**src/rtl/alu_disp_pkg.sv**
```systemverilog
// Shared definitions for the ALU result display sequencer: I2C master command
// codes, sequencer FSM states and the hex-to-7-segment lookup table.
package alu_disp_pkg;

    localparam logic [1:0] CMD_START = 2'b00;
    localparam logic [1:0] CMD_WRITE = 2'b01;
    localparam logic [1:0] CMD_STOP  = 2'b10;

    typedef enum logic [2:0] {
        ST_IDLE,
        ST_LATCH,
        ST_START,
        ST_ADDR,
        ST_CTRL,
        ST_DIGIT,
        ST_STOP,
        ST_GAP
    } state_e;

    // Segment order gfedcba, active-high.
    localparam logic [7:0] SEG_TABLE [16] = '{
        8'h3F, 8'h06, 8'h5B, 8'h4F, 8'h66, 8'h6D, 8'h7D, 8'h07,
        8'h7F, 8'h6F, 8'h77, 8'h7C, 8'h39, 8'h5E, 8'h79, 8'h71
    };

endpackage

```
**src/rtl/hex_to_seg7.sv**
```systemverilog
// Combinational hex nibble to 7-segment byte encoder used for the DIGIT bytes.
module hex_to_seg7
    import alu_disp_pkg::*;
(
    input  logic [3:0] hex_i,
    output logic [7:0] seg_o
);

    assign seg_o = SEG_TABLE[hex_i];

endmodule

```
**src/rtl/alu_display_sequencer.sv**
```systemverilog
// Snapshots the latest ALU result and streams it to an I2C display driver as a
// START / address / control / digit bytes / STOP frame, with NACK retry and inter-frame gap.
module alu_display_sequencer
    import alu_disp_pkg::*;
#(
    parameter int          WIDTH_MUX       = 16,
    parameter logic [6:0]  DEV_ADDR        = 7'h38,
    parameter logic [7:0]  CTRL_BYTE       = 8'h00,
    parameter int          DISPLAY_CLK_DIV = 1000,
    parameter int          MAX_RETRY       = 3
) (
    input  logic                 clk_i,
    input  logic                 reset_sw,
    input  logic [WIDTH_MUX-1:0] result_i,
    input  logic                 result_valid_i,
    output logic                 cmd_valid_o,
    input  logic                 cmd_ready_i,
    output logic [1:0]           cmd_o,
    output logic [7:0]           cmd_data_o,
    input  logic                 rsp_valid_i,
    input  logic                 rsp_ack_i,
    output logic                 busy_o,
    output logic                 frame_done_o,
    output logic                 nack_err_o
);

    localparam int DIGITS = WIDTH_MUX / 4;
    localparam int IW     = (DIGITS > 1) ? $clog2(DIGITS) : 1;
    localparam int GW     = (DISPLAY_CLK_DIV > 1) ? $clog2(DISPLAY_CLK_DIV) : 1;
    localparam int RW     = $clog2(MAX_RETRY + 1);

    state_e                 state_q, state_d;
    logic                   rsp_wait_q, rsp_wait_d;
    logic                   fail_q, fail_d;
    logic                   dirty_q, dirty_d;
    logic [WIDTH_MUX-1:0]   pend_q, pend_d;
    logic [WIDTH_MUX-1:0]   snap_q, snap_d;
    logic [IW-1:0]          idx_q, idx_d;
    logic [RW-1:0]          retry_q, retry_d;
    logic [GW-1:0]          gap_q, gap_d;
    logic                   frame_done_q, frame_done_d;
    logic                   nack_err_q, nack_err_d;

    logic [3:0]             nibble;
    logic [7:0]             digit_seg;
    logic [RW-1:0]          retry_inc;

    always_comb begin
        nibble = '0;
        for (int i = 0; i < DIGITS; i++) begin
            if (idx_q == IW'(i)) nibble = snap_q[i*4 +: 4];
        end
    end

    hex_to_seg7 u_seg (
        .hex_i (nibble),
        .seg_o (digit_seg)
    );

    assign retry_inc = retry_q + RW'(1);

    always_comb begin
        // NOTE: every signal written here gets a default first so no path can infer a latch.
        state_d      = state_q;
        rsp_wait_d   = rsp_wait_q;
        fail_d       = fail_q;
        dirty_d      = dirty_q;
        pend_d       = pend_q;
        snap_d       = snap_q;
        idx_d        = idx_q;
        retry_d      = retry_q;
        gap_d        = (gap_q != '0) ? gap_q - GW'(1) : gap_q;
        frame_done_d = 1'b0;
        nack_err_d   = nack_err_q;
        cmd_valid_o  = 1'b0;
        cmd_o        = CMD_START;
        cmd_data_o   = 8'h00;

        unique case (state_q)
            ST_IDLE: begin
                if ((dirty_q || result_valid_i) && gap_q == '0) state_d = ST_LATCH;
            end
            ST_LATCH: begin
                snap_d     = pend_q;
                dirty_d    = 1'b0;
                idx_d      = IW'(DIGITS - 1);
                fail_d     = 1'b0;
                rsp_wait_d = 1'b0;
                state_d    = ST_START;
            end
            ST_START: begin
                cmd_valid_o = 1'b1;
                cmd_o       = CMD_START;
                if (cmd_ready_i) state_d = ST_ADDR;
            end
            ST_ADDR, ST_CTRL, ST_DIGIT: begin
                if (!rsp_wait_q) begin
                    cmd_valid_o = 1'b1;
                    cmd_o       = CMD_WRITE;
                    if (state_q == ST_ADDR)      cmd_data_o = {DEV_ADDR, 1'b0};
                    else if (state_q == ST_CTRL) cmd_data_o = CTRL_BYTE;
                    else                         cmd_data_o = digit_seg;
                    if (cmd_ready_i) rsp_wait_d = 1'b1;
                end else if (rsp_valid_i) begin
                    rsp_wait_d = 1'b0;
                    if (!rsp_ack_i) begin
                        fail_d  = 1'b1;
                        state_d = ST_STOP;
                    end else if (state_q == ST_ADDR) begin
                        state_d = ST_CTRL;
                    end else if (state_q == ST_CTRL) begin
                        state_d = ST_DIGIT;
                    end else if (idx_q == '0) begin
                        state_d = ST_STOP;
                    end else begin
                        idx_d = idx_q - IW'(1);
                    end
                end
            end
            ST_STOP: begin
                cmd_valid_o = 1'b1;
                cmd_o       = CMD_STOP;
                if (cmd_ready_i) begin
                    gap_d = GW'(DISPLAY_CLK_DIV - 1);
                    if (!fail_q) begin
                        retry_d      = '0;
                        frame_done_d = 1'b1;
                        state_d      = ST_GAP;
                    end else if (retry_inc < RW'(MAX_RETRY)) begin
                        retry_d = retry_inc;
                        dirty_d = 1'b1;
                        state_d = ST_GAP;
                    end else begin
                        // Give up on this value; the gap still runs down while idle.
                        retry_d    = '0;
                        nack_err_d = 1'b1;
                        state_d    = ST_IDLE;
                    end
                end
            end
            ST_GAP: begin
                if (gap_q == '0) state_d = ST_IDLE;
            end
            default: state_d = ST_IDLE;
        endcase

        // A new result always wins over a snapshot clear in the same cycle.
        if (result_valid_i) begin
            pend_d  = result_i;
            dirty_d = 1'b1;
        end
    end

    // NOTE: state is updated with non-blocking assignments so all flops sample pre-edge values.
    always_ff @(posedge clk_i) begin
        if (reset_sw) begin
            state_q      <= ST_IDLE;
            rsp_wait_q   <= 1'b0;
            fail_q       <= 1'b0;
            dirty_q      <= 1'b0;
            pend_q       <= '0;
            snap_q       <= '0;
            idx_q        <= '0;
            retry_q      <= '0;
            gap_q        <= '0;
            frame_done_q <= 1'b0;
            nack_err_q   <= 1'b0;
        end else begin
            state_q      <= state_d;
            rsp_wait_q   <= rsp_wait_d;
            fail_q       <= fail_d;
            dirty_q      <= dirty_d;
            pend_q       <= pend_d;
            snap_q       <= snap_d;
            idx_q        <= idx_d;
            retry_q      <= retry_d;
            gap_q        <= gap_d;
            frame_done_q <= frame_done_d;
            nack_err_q   <= nack_err_d;
        end
    end

    assign busy_o       = (state_q != ST_IDLE);
    assign frame_done_o = frame_done_q;
    assign nack_err_o   = nack_err_q;

endmodule
```
**config.mk**
```make
export PLATFORM = sky130hd
export DESIGN_NAME = alu_display_sequencer
export DESIGN_NICKNAME = d
export VERILOG_FILES = /design/src/rtl/alu_disp_pkg.sv /design/src/rtl/hex_to_seg7.sv /design/src/rtl/alu_display_sequencer.sv
export SDC_FILE = /design/constraint.sdc
export NUM_CORES = 1
export LEC_CHECK = 0
export CAP_MARGIN = 20
export CELL_PAD_IN_SITES_DETAIL_PLACEMENT = 0
export CELL_PAD_IN_SITES_GLOBAL_PLACEMENT = 1
export CORE_MARGIN = 10
export CORE_UTILIZATION = 35
export DETAILED_ROUTE_END_ITERATION = 10
export PLACE_DENSITY_LB_ADDON = 0.2
export SETUP_SLACK_MARGIN = 0.2
export SLEW_MARGIN = 20
export SYNTH_ARGS = -nofsm -noshare
export SYNTH_HDL_FRONTEND = slang
export SYNTH_SLANG_ARGS = --single-unit
```
**constraint.sdc**
```tcl
create_clock -name clk_i -period 2.65 [get_ports clk_i]
set_input_delay 0.6625 -clock clk_i [delete_from_list [all_inputs] [get_ports clk_i]]
set_output_delay 0.6625 -clock clk_i [all_outputs]
set_load 0.01 [all_outputs]
```
==> results.toml <==
[yosys]
synth_simple_gate_area_share_pct = 23.04
yosysSeqAreaShare_pct = 37.84
synthCells = 341
synth_xor_area_share_pct = 2.146
yosys_warnings = 0
synth_edf_count = 0
synth-seq-cells = 54
syn_nets = 375
yosysTopAreaCell = "dfxtp_1"
synth-main-ff-cell = "dfxtp_1"
synth_fa_ha_area_share_pct = 5.256
yosysUniqueCellTypes = 49
synth-compound-area-share_pct = 17.61
synthTopCellsByArea = "dfxtp_1 38%, mux2i_1 7.4%, a21oi_1 6.1%"
synth_top_family_by_area = "simple AND/OR/NAND/NOR gates"
syn_avg_cell_area_sq_um = 8.377
synth_top_area_share_pct = 37.84
synthMuxAreaShare_pct = 8.541
synth_most_common_cell = "dfxtp_1"
synth_commonest_cells = "54 x dfxtp_1, 44 x nand2_1, 35 x a21oi_1, 35 x nor2_1, 21 x mux2i_1"
synth_area_sq_mm = 0.002856
async_flop_share_pct = 0

[worst_setup_path]
worstPathMaxFanout = 5
endpoint_kind = "output pin"
crit_arrival_ns = 2.42
startpoint_type = "flip-flop"
critPathRequiredTime_ns = 1.99
critPathKind = "reg -> out"

[layout]
diodes = 0
final_cells = 491
area_delta_synth_final_pct = 30.44
drive_gt1_share_pct = 21.85
layout.nets = 422

[global_routing]
antenna_found_initial = 0
gr-usage-all-layers_pct = 11.55
grt_pass1_wl_um = 11550
grt-ovfl-total = 0
grt_pass1_vias = 2335
grt_max_degree = 29

[cts]
clockBufferDepth = 2
insertion_delay_ns = 0.30
clockRootBuffer = "clkbuf_8"
clk_pin_slew_ns = 0.10
htree_levels = 2
cts_buffers = 5
clkSinkCount = 54
cts_tree = "built"

[power_and_ir_drop]
p_leak_nw = 1.423
peakVddDrop_mv = 0.3205
p_per_area_mw_per_mm2 = 880.5
finalPower_mw = 3.281

[outcome]
status = "complete, but fails checks"
violations = "setup timing"

[sta]
finalHoldViolations = 0
tightest_slew_ns = 0.6540
slew_violations = 0
fin_crit_ns = 3.080
tns_ns = -2.730
final.period_utilization_pct = 116.2
rsz0062_at_grt = "true"
skew_ns = 0.01192
slew-limit-headroom_pct = 56.40
fin_ws_ns = -0.4305
setup_viol_count_final = 7
hold_ws_ns = 0.4579
max_freq_mhz = 324.6

[die]
die_w_um = 110.3
core_sq_mm = 0.007848
io_pins = 36
fp.dieH_um = 110.3
rows = 32
die_area_sq_mm = 0.01217
start_util_pct = 36.40

[flow_run]
max_cap_violations = 0

[route]
wl_um = 6972
route.antenna.remaining_nets = 0
first_iter_violations = 85
drc = 0
avgRoutedWirePerCell_um = 14.20
vias_per_cell = 5.049
drt-pass1-iter-count = 5
num_vias = 2479

[placed_design]
io_buffers = 34
post-place-cells = 475
gp_routability_congestion = 0.8072
dp_hpwl_um = 5063
dp_slack_ns = -0.4553

[min_path]
hold_class = "reg -> reg"
-- area by class of cell --
cell class | instances | area, sq um
clock buffer | 6 | 72.57
clock inverter | 2 | 8.758
fill | 779 | 4121
inverter | 13 | 53.80
multi-input combinational | 250 | 1804
sequential | 54 | 1094
tap | 102 | 127.6
timing repair buffer | 64 | 565.5
-- path summary, 6_finish.rpt --
path                            cells past startpoint  slack, ns                    start                       to
worst min register to register                      2       0.46  snap_q[12]$_SDFFE_PP0P_  snap_q[12]$_SDFFE_PP0P_
worst max-delay path                                9      -0.43    idx_q[1]$_SDFFE_PP0P_            cmd_data_o[1]
worst max register to register                      7       0.60      gap_q[0]$_SDFF_PP0_  state_q[0]$_SDFFE_PP0P_
worst min-delay path                                2       0.46  snap_q[12]$_SDFFE_PP0P_  snap_q[12]$_SDFFE_PP0P_
-- cells in the final DEF (no fill, tap or decap), types with 5 or more instances in the layout --
master and count:
clkdlybuf4s50_1 23, nand3b_1 5, o21ai_0 6, mux2i_1 21, dfxtp_1 50, xnor2_1 6
nor3_1 9, nand2_1 44, ha_4 8, nand2b_1 7, nor2_1 34, buf_6 7
inv_1 9, buf_4 23, clkbuf_8 5, a21oi_1 35, buf_2 5
-- routing by layer --
layer | GRT usage (%) | up-vias | wire length, um
met2 | 17.97 | 43 | 3151
li1 | - | 1277 | -
met1 | 15.91 | 1153 | 3420
met3 | 2.205 | 6 | 321
met5 | 0 | - | 0
met4 | 3.211 | 0 | 78
-- sequential cells by signal, indices dropped and copies added, names as in the netlist --
register / flops
retry_q: 2
snap_q: 16
nack_err_o: 1
gap_q: 10
fail_q: 1
rsp_wait_q: 1
frame_done_o: 1
dirty_q: 1
idx_q: 2
state_q: 3
pend_q: 16
-- stage by stage --
step	util, %	area, sq um
4_1_cts	46.67	3662
3_5_place_dp	43.78	3436
5_1_grt	47.48	3726
6_report	47.48	3726
2_1_floorplan	-	2918
3_3_place_gp	43.78	3436
-- timing repair --
action / 4_1_cts / 5_1_grt
resized for setup: 50 / 10
buffers inserted: 6 / 2
cloned: 0 / 0
setup endpoints to repair: 11 / 9
pin swaps: 8 / 6
hold buffers: 0 / 0
-- kinds of logic after synthesis --
group	count (synthesis)
AND/OR/NAND/NOR	131
AO/OA/AOI/OAI	75
flip-flops	54
buffers and inverters	37
multiplexers	24
adder cells (fa/ha/maj)	12
XOR/XNOR	7
other	1
-- power breakdown --
part	total (mW)	switching [mW]	internal, mW
Sequential	1.09	0.147	0.944
Clock	0.435	0.252	0.183
Combinational	1.75	0.867	0.888
-- critical path: stages, from the launching register on --
cell,delay (ns)
dfxtp_4,0.41
inv_4,0.05
ha_4,0.16
nand3b_1,0.15
a221o_2,0.43
buf_4,0.16
ha_4,0.21
mux2_2,0.25
o21a_1,0.16
buf_2,0.13
Note: power is estimated with default switching activity, not from simulation.
==> RTL change: new RTL, same flow settings <==
Change the parameter `DISPLAY_CLK_DIV` from 1000 to 500.
--- a/src/rtl/alu_display_sequencer.sv
+++ b/src/rtl/alu_display_sequencer.sv
@@ -6,7 +6,7 @@
     parameter int          WIDTH_MUX       = 16,
     parameter logic [6:0]  DEV_ADDR        = 7'h38,
     parameter logic [7:0]  CTRL_BYTE       = 8'h00,
-    parameter int          DISPLAY_CLK_DIV = 1000,
+    parameter int          DISPLAY_CLK_DIV = 500,
     parameter int          MAX_RETRY       = 3
 ) (
     input  logic                 clk_i,
Check against the original RTL: no difference found for any inputs over 10 cycles, from zero or initial values and one cycle with reset_sw high; that may be too few to reach the edited logic, so the function may still have changed.
==> RTL change against the unedited design <==
The run still ends with setup timing left. Cell count fell by 1.2%. Total power up 1.1%. Fmax increased by 0.98%. Design area down 1.4%. Setup slack improved by 30 ps. Synthesized area decreased by 5.6%. Sequential cell count shrank 1. Wire length down 7.1%. Count of clock-buffer cells in the layout is 1 higher. Largest power group unchanged.
==> RTL change: results (changes against the unedited design) <==
[status]
status = finished with violations
violations = setup timing

[sta]
tns_ps = -2240  ; +493 ps
setup_viol = 7  ; unchanged
fin_ws_ps = -400  ; +30.0 ps
timing.slew.headroom = 0.582  ; +0.0184

[place]
dp_hpwl_um = 4790  ; -5.4%
placedCellCount = 470  ; -1.1%
dpl-instance-area_sq_um = 3390  ; -1.2%

[logic_synthesis]
synth_compound_area_frac = 0.168  ; -0.00810
synth.area.top_cells = dfxtp_1 39%, mux2i_1 8.9%, a21oi_1 7.4%, nand2_1 6.0%, ha_1 5.1%
ys_seq_area_frac = 0.394  ; +0.0151
syn_nets = 356  ; -5.1%
synth_common_cells = 53 x dfxtp_1, 43 x nand2_1, 40 x a21oi_1
synthAdderAreaFrac = 0.0510  ; -0.00152

[finish]
syn2layout_area_growth_pct = 36.3
seq_cells = 53  ; -1.9%
buf_share = 0.165  ; +0.0130
clock_area_frac = 0.0317  ; +0.00984
reg.largest.list = pend_q: 16 flops, snap_q: 16 flops, gap_q: 9 flops
fillerInstances = 726  ; -6.8%
drive_gt1_frac = 0.236  ; +0.0172
seq_share = 0.290  ; -0.00339
num-clock-buffers = 7  ; +1
multi_input_area_share = 0.466  ; -0.0178

[power]
max-vdd-ir-drop_uv = 366  ; +14%
switchingPower_mw = 1.20  ; -5.6%
internal-power_mw = 2.12  ; +5.3%
p_leak_nw = 1.44  ; +1.0%
power_frac_clock = 0.170  ; +0.038

[global_route]
grt_usage = 0.111  ; -0.00420
use_met3 = 0.0275  ; +0.00549
grt_max_degree = 32  ; +10%
grt_pass1_vias = 2308  ; -1.2%

[clocking]
cts-resized-gates = 46  ; -8.0%
cts_setup_buffers = 4  ; -2

[routing]
routedWlPerCell_um = 13.4  ; -6.0%
wl_met2_um = 2870  ; -8.8%

[critical_path]
crit_arrival_ps = 2390  ; -30 ps
crit_fanout = 6  ; +1
r2r_end = state_q[1]$_SDFFE_PP0P_
crit_slowest_cell = dfxtp_4
reg2regPathDepth = 5  ; -2

[die]
dieArea_sq_um = 11600  ; -4.6%

[RTL change: cell types whose count changed after synthesis, moves of 3 or more]
cell      unedited run  this run
nand2b_1             7        11
a311oi_1             4         1
mux2i_1             21        24
nor4_1               1         4
buf_2                7         3
nor2b_1              6         3
a21oi_1             35        40
nor3_1              12         8
[RTL change: worst min-delay path by stage]
stage                      startpoint                      to  cells after the start
6_report       pend_q[2]$_SDFFE_PP0P_  snap_q[2]$_SDFFE_PP0P_                      2
2_1_floorplan  pend_q[9]$_SDFFE_PP0P_  snap_q[9]$_SDFFE_PP0P_                      2
3_3_place_gp   pend_q[2]$_SDFFE_PP0P_  snap_q[2]$_SDFFE_PP0P_                      2
5_1_grt        pend_q[8]$_SDFFE_PP0P_  snap_q[8]$_SDFFE_PP0P_                      2
4_1_cts        pend_q[2]$_SDFFE_PP0P_  snap_q[2]$_SDFFE_PP0P_                      2
3_5_place_dp   pend_q[2]$_SDFFE_PP0P_  snap_q[2]$_SDFFE_PP0P_                      2
